==> config.mk <==
export PLATFORM = sky130hd
export DESIGN_NAME = audio_synth
export DESIGN_NICKNAME = d
export VERILOG_FILES = /design/src/rtl/audio_synth.sv
export SDC_FILE = /design/constraint.sdc
export NUM_CORES = 1
export LEC_CHECK = 0
export ABC_AREA = 1
export BUFFER_PORTS_ARGS = -buffer_cell sky130_fd_sc_hd__buf_2
export CAP_MARGIN = 40
export CORE_ASPECT_RATIO = 0.7
export CORE_MARGIN = 1.5
export CORE_UTILIZATION = 50
export DETAILED_ROUTE_END_ITERATION = 7
export GPL_TIMING_DRIVEN = 0
export PLACE_DENSITY = 0.73
export SYNTH_ARGS = -nofsm -noshare
export SYNTH_HDL_FRONTEND = slang
export SYNTH_HIERARCHICAL = 1
export SYNTH_SLANG_ARGS = --single-unit
==> constraint.sdc <==
create_clock -name clk -period 3.5 [get_ports clk]
set_clock_uncertainty 0.15 [all_clocks]
set_input_delay 0.175 -clock clk [delete_from_list [all_inputs] [get_ports clk]]
set_output_delay 0.175 -clock clk [all_outputs]
set_load 0.01 [all_outputs]
==> src/rtl/audio_synth.sv <==
// Two-channel square-wave tone synthesizer with a linear attack envelope,
// shared volume/mute, and registered signed 16-bit outputs.

module audio_synth_chan #(
  parameter int DIV_W    = 22,
  parameter int RAMP_CYC = 1024
) (
  input  logic             clk,
  input  logic             reset_n,
  input  logic [DIV_W-1:0] note_div_i,
  input  logic [15:0]      base_amp_i,
  input  logic             mute_i,
  output logic [15:0]      sample_o
);

  localparam logic [15:0] RAMP_LAST = 16'(RAMP_CYC - 1);
  localparam logic [3:0]  ENV_MAX   = 4'd8;

  logic [DIV_W-1:0] cnt_q, cnt_d;
  logic             phase_q, phase_d;
  logic [DIV_W-1:0] prev_div_q, prev_div_d;
  logic [3:0]       env_step_q, env_step_d;
  logic [15:0]      ramp_cnt_q, ramp_cnt_d;
  logic [15:0]      sample_q, sample_d;

  logic        silent;
  logic        note_change;
  logic [19:0] amp_full;
  logic [14:0] amp;

  assign silent      = (note_div_i < DIV_W'(2));
  assign note_change = (note_div_i != prev_div_q);

  // NOTE: every always_comb output gets a default first so no path can infer a latch.
  always_comb begin
    cnt_d      = cnt_q;
    phase_d    = phase_q;
    env_step_d = env_step_q;
    ramp_cnt_d = ramp_cnt_q;
    prev_div_d = note_div_i;

    if (note_change || silent) begin
      cnt_d      = '0;
      phase_d    = 1'b0;
      env_step_d = '0;
      ramp_cnt_d = '0;
    end else begin
      if (cnt_q == note_div_i - DIV_W'(1)) begin
        cnt_d   = '0;
        phase_d = ~phase_q;
      end else begin
        cnt_d = cnt_q + DIV_W'(1);
      end

      // Ramp counter keeps wrapping after saturation; only the step holds.
      if (ramp_cnt_q == RAMP_LAST) begin
        ramp_cnt_d = '0;
        if (env_step_q < ENV_MAX) begin
          env_step_d = env_step_q + 4'd1;
        end
      end else begin
        ramp_cnt_d = ramp_cnt_q + 16'd1;
      end
    end
  end

  // base <= 0x4000 and env_step <= 8, so the shifted product always fits 15 bits.
  assign amp_full = (20'(base_amp_i) * 20'(env_step_q)) >> 3;
  assign amp      = amp_full[14:0];

  always_comb begin
    sample_d = '0;
    if (!mute_i && !silent && (amp != '0)) begin
      sample_d = phase_q ? {1'b0, amp} : (16'd0 - {1'b0, amp});
    end
  end

  // NOTE: sequential state uses non-blocking assignments so all registers update together.
  always_ff @(posedge clk or negedge reset_n) begin
    if (!reset_n) begin
      cnt_q      <= '0;
      phase_q    <= 1'b0;
      prev_div_q <= '0;
      env_step_q <= '0;
      ramp_cnt_q <= '0;
      sample_q   <= '0;
    end else begin
      cnt_q      <= cnt_d;
      phase_q    <= phase_d;
      prev_div_q <= prev_div_d;
      env_step_q <= env_step_d;
      ramp_cnt_q <= ramp_cnt_d;
      sample_q   <= sample_d;
    end
  end

  assign sample_o = sample_q;

endmodule

module audio_synth #(
  parameter int DIV_W    = 22,
  parameter int RAMP_CYC = 1024
) (
  input  logic             clk,
  input  logic             reset_n,
  input  logic [DIV_W-1:0] note_div_left,
  input  logic [DIV_W-1:0] note_div_right,
  input  logic [2:0]       volume,
  input  logic             mute,
  output logic [15:0]      audio_left,
  output logic [15:0]      audio_right
);

  logic [15:0] base_amp;

  // Volume 6 and 7 clamp to the loudest level.
  always_comb begin
    case (volume)
      3'd0:    base_amp = 16'h0000;
      3'd1:    base_amp = 16'h0400;
      3'd2:    base_amp = 16'h0800;
      3'd3:    base_amp = 16'h1000;
      3'd4:    base_amp = 16'h2000;
      default: base_amp = 16'h4000;
    endcase
  end

  audio_synth_chan #(
    .DIV_W    (DIV_W),
    .RAMP_CYC (RAMP_CYC)
  ) u_left (
    .clk        (clk),
    .reset_n    (reset_n),
    .note_div_i (note_div_left),
    .base_amp_i (base_amp),
    .mute_i     (mute),
    .sample_o   (audio_left)
  );

  audio_synth_chan #(
    .DIV_W    (DIV_W),
    .RAMP_CYC (RAMP_CYC)
  ) u_right (
    .clk        (clk),
    .reset_n    (reset_n),
    .note_div_i (note_div_right),
    .base_amp_i (base_amp),
    .mute_i     (mute),
    .sample_o   (audio_right)
  );

endmodule

* Word level (Yosys, flattened, before mapping) *
Index checks and enable logic that the tools add are counted.

word-level totals
  input port bits = 50
  logic and storage cells = 83
  RAM bits = 0
  bits in latches = 0
  memories kept = 0
  bits in read-only memories = 0
  flip-flop bits (word level) = 162

operators by class
  reductions and logical operators = 20
  $mul = 2
  muxes and demuxes = 23
  div/mod/pow operators = 0
  order comparisons = 4
  shift operators = 0
  eq/ne operators = 10
  bitwise gates (word level) = 2
  add/subtract/negate cells = 10

operators by type and width
  operator               count
  $mux 16                8
  $mux 22                4
  $pmux 15 s5            1
  $add 22x1->22 const B  2
  $eq 22x22->1           2
  $lt 22x2->1 const B    2
  $ne 22x22->1           2
  $sub 22x1->22 const B  2
  $mul 15x4->18          2
  $add 16x1->16 const B  2
  $eq 16x10->1 const B   2
  $sub 1x15->16 const A  2
  $reduce_bool 15->1     2
  $mux 4                 6
  $reduce_bool 2->1      6
  $add 4x1->4 const B    2
  $lt 4x4->1 const B     2
  $eq 3x2->1 const B     2
  $logic_and 1x1->1      4
  $mux 1                 4
  $reduce_and 2->1       2
  $eq 3x1->1 const B     1
  $eq 3x3->1 const B     1
  $logic_not 1->1        3
  3 further kinds        5

* Longest topological paths before layout *
Gate-level depths: netlist of run 1.

  depth after elaboration = 6
  mapped depth = 26
  gate-level depth less buffers = 26

* By module *
Netlist of run 1, hierarchy kept.

by module, submodules not included
  module                      instances  cells each  area an instance (um^2)
  audio_synth_chan (u_right)  1          1086        7265.7
  audio_synth_chan (u_left)   1          1066        7191.9
  audio_synth                 1          13          48.8

* Least setup slack after synthesis of run 1 *
Ideal clock, no wire load.

  path type = register -> register
  from = register u_right.env_step_q[2]
  to = register u_right.sample_q[9], in the netlist u_right/sample_o[9]
  setup slack = -0.155 ns
  clock period less this slack = 3.655 ns
  stages on the path, launching flop included = 23
  arrival = 3.387 ns
  data required time = 3.232 ns
  path buffers = 3
  cells stage by stage = dfrtp_1 > buf_2 > buf_1 > nand2_1 > inv_1 > fa_1 > inv_1 > fa_1 > inv_1 > ha_1 > nand2_1 > inv_1 > nand2_1 > nand2_1 > a21oi_1 > nand3_1 > nand2_1 > nand2_1 > nor2_1 > nand3_1 > nand2_1 > buf_4 > nor2_1

between the ends
  cells in the longest elaborated chain, start to end = 4

RTL lines
  what                                                 line    text
  start: declaration                                   22      logic [3:0] env_step_q, env_step_d;
  start signal: assignment                             91      env_step_q <= env_step_d;
  $mul 15x4->18 *                                      68      assign amp_full = (20'(base_amp_i) * 20'(env_step_q)) >> 3;
  $sub 1x15->16 or $reduce_bool 15->1 (tied branches)  74, 73
  $mux 16 or $logic_and 1x1->1 (tied branches)         74, 73
  $mux 16 *                                            73      if (!mute_i && !silent && (amp != '0)) begin
  via u_right.sample_d[9]                              24      logic [15:0] sample_q, sample_d;
  end signal: assignment                               93      sample_q <= sample_d;
  end: declaration                                     24

Mark *: on every way through the listed nets, which the timed path passes. The rest lies on a longest branch.
A chain may end at the register's enable or synchronous reset.

* Worst setup path after layout of run 1 *
  from = register u_right.env_step_q[1]
  to = register u_right.sample_q[1], in the netlist u_right/sample_o[1]

Same word-level chain as after synthesis.

==> results.toml, run 1 <==
[outcome]
status = "finished, violations left"
failed_checks = "setup timing"

[power]
clkPwrFrac = 0.446
power_mw = 4.179
p_int_mw = 3.104
comb_power_share = 0.097
switchingPower_mw = 1.075
leakagePower_nw = 9.462
switching_share = 0.2573
power_frac_seq = 0.457
ir_worst_vdd_mv = 0.2767
power.density_nw_per_um2 = 239.9

[global_route]
grt_max_degree = 116
overflow = 0
grt_use_total = 0.2469
grt_pass1_vias = 13090
grt_antenna_before_repair = 0
grt_pass1_wl_um = 60690

[floorplanning]
rows = 51
initial_core_util = 0.5155
die_w_um = 206.6
core_area_um2 = 28140
die_y_um = 145.5
ios = 82
dieArea_um2 = 30060

[clocking]
cts_buffer_depth = 2
cts-root-buf = "clkbuf_16"
cts_tree = "built"
cts_htree_levels = 4
numCtsBuffers = 17
clock_latency_ps = 440
cts_sinks = 162
clk_pin_slew_ps = 60

[logic_synthesis]
synth.area.mux_share = 0
ys.flop_type = "dfrtp_1"
yosysTopAreaCellShare = 0.2795
ys_top_cells_by_area = "dfrtp_1, nand2_1, inv_1, fa_1, nor2_1"
syn_area_um2 = 14510
syn_inst = 2165
yosysSeqAreaShare = 0.2795
ys_types = 51
synth-simple-area-share = 0.3549
synth_compound_area_frac = 0.03968
synth_top_family_by_area = "simple AND/OR/NAND/NOR gates"
yosys.area_share.adder = 0.1152
synth_xor_area_frac = 0.08392
synth_seq_cells = 162
synth-async-reset-ratio = 1.000
syn_area_per_cell_um2 = 6.700
ys_warn_count = 6
yosys.area.top_type = "dfrtp_1"
synth_edf_count = 0

[setup_path]
end_kind = "flip-flop"
cp_max_fo = 8
start_kind = "flip-flop"
worstPathArrival_ps = 3690
critPathRequiredTime_ps = 3670
critPathKind = "reg2reg"

[timing]
period_needed_ps = 3525
finalWorstSetupSlack_ps = -24.85
worstMarginPinSlew_ps = 695.6
fmax_mhz = 283.7
rsz0062_at_grt = "yes"
hold_viol = 0
whs_ps = 62.62
drv_slew = 0
slew_headroom = 0.5346
setup_viol = 6
fin_crit_sh = 1.007

[finish]
regArea_um2 = 4058
area_delta_synth_final_pct = 20.09
fin_cells = 2804
final_cell_area_um2 = 17420
fillCellCount = 2515
multi_input_area_um2 = 9264
layout_common_cells = "nand2_1, inv_1, nor2_1"
layout_commonest_cell = "nand2_1"
drive_above_1_share = 0.1328
num_antenna_cells = 0
finalNetCount = 2570

[placed_design]
place_ws_ps = -499.0
hpwl_um = 27430
place_congestion = 0.8806
place_inst = 2701
place_area_um2 = 15790
portBuffers = 81

[detailed_routing]
num_vias = 13580
ant_nets = 0
via_per_inst = 4.841
wirelength_um = 35540
wire_per_inst_um = 12.68
first_pass_iters = 6
drc = 0
drt_iter0_drc = 845

[min_path]
hold_class = "in2async"

[run]
cap_violations = 0
sequential cells by signal (all words and copies together) (netlist names):
| register | cells |
|---|---|
| u_left/env_step_q | 4 |
| u_right/env_step_q | 4 |
| u_right/sample_o | 16 |
| u_right/cnt_q | 22 |
| u_right/phase_q | 1 |
| u_right/prev_div_q | 22 |
| u_left/phase_q | 1 |
| u_left/cnt_q | 22 |
| u_right/ramp_cnt_q | 16 |
| u_left/prev_div_q | 22 |
| u_left/sample_o | 16 |
| u_left/ramp_cnt_q | 16 |
power by group through the flow:
stage | Combinational [mW] | Sequential [mW] | Clock [mW]
floorplan | 0.206 | 1.94 | 0
global placement | 0.349 | 1.94 | 0
detailed placement | 0.359 | 1.94 | 0
CTS | 0.400 | 1.91 | 1.90
global route | 0.459 | 1.91 | 1.99
finish | 0.407 | 1.91 | 1.86
worst paths after layout:
kind / end / slack (ps) / cells after the start / start
max: u_right/sample_o[1] / -20 / 22 / u_right/env_step_q[1]
min: u_right/prev_div_q[6] / 60 / 2 / reset_n
max in group asynchronous: u_left/env_step_q[2] / 2190 / 3 / reset_n
max reg2reg: u_right/sample_o[1] / -20 / 22 / u_right/env_step_q[1]
min reg2reg: u_right/ramp_cnt_q[0] / 310 / 1 / u_right/ramp_cnt_q[0]
min in group clk: u_left/sample_o[11] / 180 / 8 / mute
synthesized netlist by cell type (3+ instances only):
cell      instances
xor2_1           94
o22ai_1           4
xnor2_1          45
nor2_4            5
o21ai_0          39
or2_2            10
nand3b_1         12
o21ai_1           7
nor2_2           21
nand2_4           3
and2_1            6
nor3b_1           5
a21oi_1          49
inv_1           437
nand2_1         617
nor2_1          271
buf_6             3
nand3_1         140
dfrtp_1         162
nand3_2           4
buf_4             5
clkbuf_1          8
buf_2             8
fa_1             56
buf_1             3
nor3_1           23
ha_1             44
nor3_2            6
nand4_1          38
o21bai_1          4
nand2_2           8
nor4_1            7
worst max-delay path, stage by stage (launching register included):
cell and delay, ps:
dfrtp_1 400, buf_6 150, clkbuf_16 140, nand2_4 40, inv_2 30, fa_1 540
inv_2 40, fa_2 570, inv_2 50, ha_4 150, nand2_2 50, nand2_2 60
nand2_1 50, nand2_1 50, a21oi_2 130, nand3_1 100, nand2_2 110, nand2_2 70
nor2_1 100, nand3_1 100, nand2_2 110, buf_6 150, nor2_2 50
metal layers:
layer | track usage | part of all wire | up-vias
met5 | 0 | 0 | -
met4 | 0.05616 | 0.014 | 0
met3 | 0.03672 | 0.045 | 43
met2 | 0.3824 | 0.44 | 321
met1 | 0.3622 | 0.50 | 6242
li1 | - | - | 6969
final cells by class:
type                    instances  area share
repair buffers                157     0.06522
multi-input cells            1618      0.5318
plain buffers                  25     0.01530
flip-flops and latches        162      0.2329
inverters                     439     0.09459
well taps                     371     0.02665
clock buffers                  17     0.02442
clock inverters                15    0.009122
stage by stage:
| stage | utilization | setup TNS [ps] |
|---|---|---|
| final | 0.6190 | -66.63 |
| after global routing | 0.6190 | -3443 |
| after CTS | 0.6082 | 0 |
| after detailed placement | 0.5612 | -9011 |
| after global placement | 0.5599 | -71960 |
| after floorplan | - | 0 |
timing repair:
action | 4_1_cts | 5_1_grt
pin swaps | 25 | 38
cloned | 0 | 1
hold buffers | 45 | 0
endpoints found under the setup margin | 20 | 20
buffers inserted | 14 | 15
resized for setup | 63 | 60
endpoints found under the hold margin | 206 | 0
cells by family (layout without fill, tap and decap cells):
family / after synthesis / count (layout)
other cells: 1 / 84
compound gates: 109 / 109
xor+xnor: 139 / 139
simple gates: 1186 / 1186
fa+ha+maj: 100 / 100
flops: 162 / 162
buf+inv: 468 / 653
Power figures use the tool's default switching activity.
==> run 2: changes to the inputs <==
==> config.mk (replaced) <==
export PLATFORM = sky130hd
export DESIGN_NAME = audio_synth
export DESIGN_NICKNAME = d
export VERILOG_FILES = /design/src/rtl/audio_synth.sv
export SDC_FILE = /design/constraint.sdc
export NUM_CORES = 1
export LEC_CHECK = 0
export ABC_AREA = 1
export CAP_MARGIN = 40
export CORE_ASPECT_RATIO = 0.7
export CORE_MARGIN = 1.5
export CORE_UTILIZATION = 50
export DETAILED_ROUTE_END_ITERATION = 7
export DONT_BUFFER_PORTS = 1
export GPL_TIMING_DRIVEN = 0
export PLACE_DENSITY = 0.71
export SYNTH_ARGS = -nofsm -noshare
export SYNTH_HDL_FRONTEND = slang
export SYNTH_SLANG_ARGS = --single-unit
==> run 2 against run 1 <==
The flow finishes with violations (hold timing). Die area fell by 29%. Cell count is 38% lower. Hold slack worse by 780 ps.
==> results.toml, run 2 <==
[detailed_routing]
wirelength_um = 24830
ant_nets = 0
first_pass_iters = 6
wire_per_inst_um = 14.25
via_per_inst = 5.120
drc = 0
drt_iter0_drc = 707
num_vias = 8924

[finish]
layout_commonest_cell = "nand2_1"
utilization = 0.6058
drive_above_1_share = 0.1446
regArea_um2 = 3707
layout_common_cells = "nand2_1, nor2_1, inv_1"
area_delta_synth_final_pct = 17.89
num_antenna_cells = 0
fin_cells = 1743
fillCellCount = 1777
finalNetCount = 1557
multi_input_area_um2 = 5858

[logic_synthesis]
ys.flop_type = "dfrtp_1"
ys_top_cells_by_area = "dfrtp_1, nand2_1, nor2_1, inv_1, xor2_1"
syn_area_um2 = 10230
ys_types = 44
synth_seq_cells = 148
synth_compound_area_frac = 0.03743
yosysTopAreaCellShare = 0.3620
synth_common_cells = "nand2_1, nor2_1, inv_1"
synth_top_family_by_area = "simple AND/OR/NAND/NOR gates"
yosys.area_share.adder = 0.06262
syn_area_per_cell_um2 = 7.494
yosysMostFrequentCell = "nand2_1"
ys_warn_count = 0
synth-simple-area-share = 0.3466
yosys.area.top_type = "dfrtp_1"
synth-async-reset-ratio = 1.000
synth.area.mux_share = 0
syn_inst = 1365
synth_edf_count = 0
yosysSeqAreaShare = 0.3620
synth_xor_area_frac = 0.09809

[floorplanning]
dieArea_um2 = 21340
die_y_um = 122.7
core_area_um2 = 19910
rows = 43
initial_core_util = 0.5139
die_w_um = 174.0
ios = 82

[timing]
fin_crit_sh = 0.9905
hold_viol = 148
fin_tns_setup_ps = 0
period_needed_ps = 3467
rsz0062_at_grt = "yes"
fmax_mhz = 288.4
setup_viol = 0
whs_ps = -712.6
drv_slew = 0
worstMarginPinSlew_ps = 638.9
slew_headroom = 0.5708

[outcome]
status = "finished, violations left"
failed_checks = "hold timing"

[placed_design]
hpwl_um = 17500
place_inst = 1648
portBuffers = 0
place_congestion = 0.8705

[power]
leakagePower_nw = 5.685
power_mw = 3.931
power.density_nw_per_um2 = 326.0
ir_worst_vdd_mv = 0.3333

[global_route]
grt_pass1_wl_um = 40650
grt_pass1_vias = 8249
grt_max_degree = 149
grt_antenna_before_repair = 0
overflow = 0
grt_use_total = 0.2410

[min_path]
hold_class = "in2async"

[clocking]
cts_sinks = 148
cts_hold_buf = 45
clock_latency_ps = 440
cts_buffer_depth = 2
cts-root-buf = "clkbuf_16"
clk_pin_slew_ps = 60
cts_tree = "built"
cts_htree_levels = 4
numCtsBuffers = 17

[setup_path]
worstReg2RegEnd = "u_right.sample_o[15]"
r2r_setup_slack_ps = 30
worstPathArrival_ps = 3640
reg2reg_depth = 16
critPathKind = "reg2reg"
cp_max_fo = 8
critPathRequiredTime_ps = 3670
r2r_start = "u_right.env_step_q[1]"
end_kind = "flip-flop"
start_kind = "flip-flop"

[run]
cap_violations = 0
run 2: changes by cell type after synthesis, sizes merged, moves of 20 or more:
cell	delta
a21oi	-20
fa	-44
inv	-237
nand2	-325
nand3	-62
nor2	-36
o21ai	-22
xor2	-20
run 2: final cells by class:
type | count | area share
Clock inverter | 9 | 0.01079
Timing Repair Buffer | 66 | 0.05042
Sequential cell | 148 | 0.3074
Buffer | 21 | 0.01618
Inverter | 201 | 0.06277
Tap cell | 270 | 0.02801
Multi-Input combinational cell | 1008 | 0.4857
Clock buffer | 20 | 0.03870
run 2: cells by family after synthesis:
| logic type | count (synthesis) |
|---|---|
| and+or+nand+nor | 767 |
| buffers and inverters | 222 |
| DFF | 148 |
| xor gates and xnor gates | 113 |
| AOI/OAI and AO/OA | 70 |
| adders and majority gates | 44 |
| other | 1 |
run 2: metal layers:
metal  up-vias  part of all wire  track usage
met5         -                 0            0
met4         0             0.020      0.06789
met3        44             0.063      0.05359
met2       269              0.44       0.3705
met1      4180              0.48       0.3422
li1       4431                 -            -
run 2: how the worst max path moves through the flow:
stage                          startpoint                   end  depth (start not counted)  slack [ps]
floorplan                       volume[1]   u_left.sample_o[11]                         15          20
global placement                volume[1]  u_right.sample_o[10]                         13        -640
detailed placement              volume[1]  u_right.sample_o[11]                         13        -680
CTS                 u_right.env_step_q[3]   u_right.sample_o[8]                         16          20
global route        u_right.env_step_q[1]  u_right.sample_o[15]                         16        -100
finish              u_right.env_step_q[1]  u_right.sample_o[15]                         16          30
run 2: what timing repair did:
action                                  CTS  global route
endpoints found under the setup margin   18            18
gates cloned                              0             0
resized for setup                        26            36
pin swaps                                 4            24
hold endpoints to repair                207           148
setup buffers                             6            16
run 2: critical path, cell delays in order, from the launching register on:
cell     delay, ps
dfrtp_1        420
inv_2          130
nor2_4          40
fa_1           570
inv_2           40
fa_1           490
inv_2           50
ha_4           230
a21oi_2        150
nand2_2        110
a21oi_2        150
nor2_1          50
nor2_1         120
xor2_1         240
nand2_2        110
nand3_4        200
nor2_1          80
run 2: per-stage QoR:
stage | instance area [um2] | setup slack (ps)
6_report | 12060 | 33.15
3_3_place_gp | 10620 | -637.7
4_1_cts | 11810 | 15.13
3_5_place_dp | 10620 | -678.7
2_1_floorplan | 10280 | 24.28
5_1_grt | 12060 | -102.9
run 2: power breakdown:
part / internal, mW / total [mW] / switching (mW)
Clock: 1.16 / 1.89 / 0.729
Combinational: 0.134 / 0.291 / 0.157
Sequential: 1.74 / 1.75 / 0.0132
Total: 3.03 / 3.93 / 0.899
==> run 3: changes to the inputs <==
--- a/config.mk
+++ b/config.mk
@@ -13,7 +13,7 @@
 export DETAILED_ROUTE_END_ITERATION = 7
 export DONT_BUFFER_PORTS = 1
 export GPL_TIMING_DRIVEN = 0
-export PLACE_DENSITY = 0.71
+export PLACE_DENSITY = 0.64
 export SYNTH_ARGS = -nofsm -noshare
 export SYNTH_HDL_FRONTEND = slang
 export SYNTH_SLANG_ARGS = --single-unit
==> run 3 against run 2 <==
Largest cell class unchanged. Largest power group unchanged. The run still ends with hold timing left. Sequential share of layout area is 0.26 points higher. Register-to-register slack better by 80 ps. Critical path depth is 1 lower.
==> results.toml, run 3 (same netlist as run 2, synthesis figures left out) <==
[detailed_routing]
via_per_inst = 4.946
wl_met1_um = 12750
wl_met3_um = 1179
ant_nets = 0
first_pass_iters = 5
topRoutingLayerUsed = "met4"
drc = 0
wl_met2_um = 10040
num_vias = 8616
wire_per_inst_um = 13.87
wirelength_um = 24170
drt_iter0_drc = 617

[min_path]
hold_class = "in2async"

[power]
leakagePower_nw = 5.667
power.density_nw_per_um2 = 334.3
ir_worst_vdd_mv = 0.3119

[floorplanning]
die_w_um = 174.0
core_area_um2 = 19910
die_y_um = 122.7
rows = 43
ios = 82
initial_core_util = 0.5139
dieArea_um2 = 21340

[timing]
finalWorstSetupSlack_ps = 116.4
period_needed_ps = 3384
fmax_mhz = 295.5
fin_tns_setup_ps = 0
slew_headroom = 0.6281
whs_ps = -708.9
worstMarginPinSlew_ps = 553.6
fin_crit_sh = 0.9667
setup_viol = 0
drv_slew = 0
hold_viol = 148

[clocking]
cts_sinks = 148
cts_htree_levels = 4
cts_hold_buf = 45
numCtsBuffers = 17
cts_tree = "built"
clk_pin_slew_ps = 60
cts_buffer_depth = 2
clock_latency_ps = 430
cts-root-buf = "clkbuf_16"

[setup_path]
path_cells = "inv_2, nor2_1, fa_1, inv_1, fa_1, inv_1, ha_4, a21oi_1, nand2_1, a21o_1, a21oi_1, xor2_1, buf_4, xnor2_1, nor2_1"
start_kind = "flip-flop"
cp_slowest_cell = "fa_1"
critPathMaxStageDelay_ps = 530
cp_max_fo = 4
worstPathArrival_ps = 3550
end_kind = "flip-flop"
critPathKind = "reg2reg"
critPathRequiredTime_ps = 3670

[finish]
regArea_um2 = 3706
num_antenna_cells = 0
fillCellCount = 1771
area_delta_synth_final_pct = 16.87
fin_cells = 1742
layout_common_cells = "nand2_1, nor2_1, inv_1"
multi_input_area_um2 = 5764
layout_commonest_cell = "nand2_1"
drive_above_1_share = 0.1325
finalNetCount = 1553
utilization = 0.6006

[placed_design]
place_congestion = 0.9080
hpwl_um = 17290
portBuffers = 0
place_ws_ps = -502.8
place_inst = 1648

[outcome]
failed_checks = "hold timing"
status = "finished, violations left"

[global_route]
grt_antenna_before_repair = 0
grt_pass1_wl_um = 40140
grt_use_total = 0.2373
overflow = 0
grt_pass1_vias = 8081
grt_max_degree = 149

[run]
cap_violations = 0
[run 3: changes by cell type in the layout (fill, tap and decap cells not counted), sizes merged]
| cell | delta |
|---|---|
| buf | -4 |
| clkbuf | +3 |
| clkinvlp | -3 |
| clkinv | +2 |
| bufinv | +1 |
[run 3: what timing repair did]
action / CTS / global route
setup buffers: 8 / 9
endpoints found under the setup margin: 18 / 18
pin swaps: 3 / 18
gates resized for setup: 12 / 29
hold endpoints to repair: 210 / 148
[run 3: stage by stage]
stage               hold slack [ps]  total power, mW  area, um2
floorplan                    -270.6            1.980      10280
global placement             -265.0            2.019      10620
detailed placement           -265.2            2.022      10620
CTS                          -723.7            4.023      11790
global route                 -728.9            4.131      11960
finish                       -708.9            3.996      11960
[run 3: final cells by class]
| cell class | count | area share |
|---|---|---|
| Buffer | 21 | 0.01633 |
| Timing Repair Buffer | 62 | 0.04835 |
| Clock buffer | 23 | 0.03914 |
| Clock inverter | 9 | 0.01266 |
| Inverter | 201 | 0.06311 |
| Multi-Input combinational cell | 1008 | 0.4822 |
| Sequential cell | 148 | 0.3100 |
| Tap cell | 270 | 0.02826 |
[run 3: worst paths after layout]
check	start	endpoint	slack [ps]	cells after the start
max in group asynchronous	reset_n	u_right.prev_div_q[7]	3700	0
min in group clk	volume[2]	u_left.sample_o[7]	60	5
max reg2reg	u_left.env_step_q[3]	u_left.sample_o[14]	120	15
min	reset_n	u_left.prev_div_q[16]	-710	0
min reg2reg	u_right.ramp_cnt_q[0]	u_right.ramp_cnt_q[0]	310	1
max	u_left.env_step_q[3]	u_left.sample_o[14]	120	15
[run 3: report_power, final]
group / total, mW / internal [mW] / leakage (nW) / switching (mW)
combinational: 0.293 / 0.133 / 3.40 / 0.159
clock: 1.95 / 1.23 / 0.301 / 0.725
sequential: 1.75 / 1.74 / 1.96 / 0.0129
[run 3: layer usage]
metal,GRT usage,vias up
li1,-,4434
met1,0.3551,3968
met2,0.3520,195
met3,0.04337,19
met4,0.06142,0
met5,0,-
[run 3: worst max-delay path, delay by kind of cell (launching register included)]
kind,cells,cell delay [ps]
XOR/XNOR,2,330
buffers and inverters,4,360
adder cells (fa/ha/maj),3,1300
AO/OA/AOI/OAI,3,470
flip-flops,1,430
AND/OR/NAND/NOR,3,230
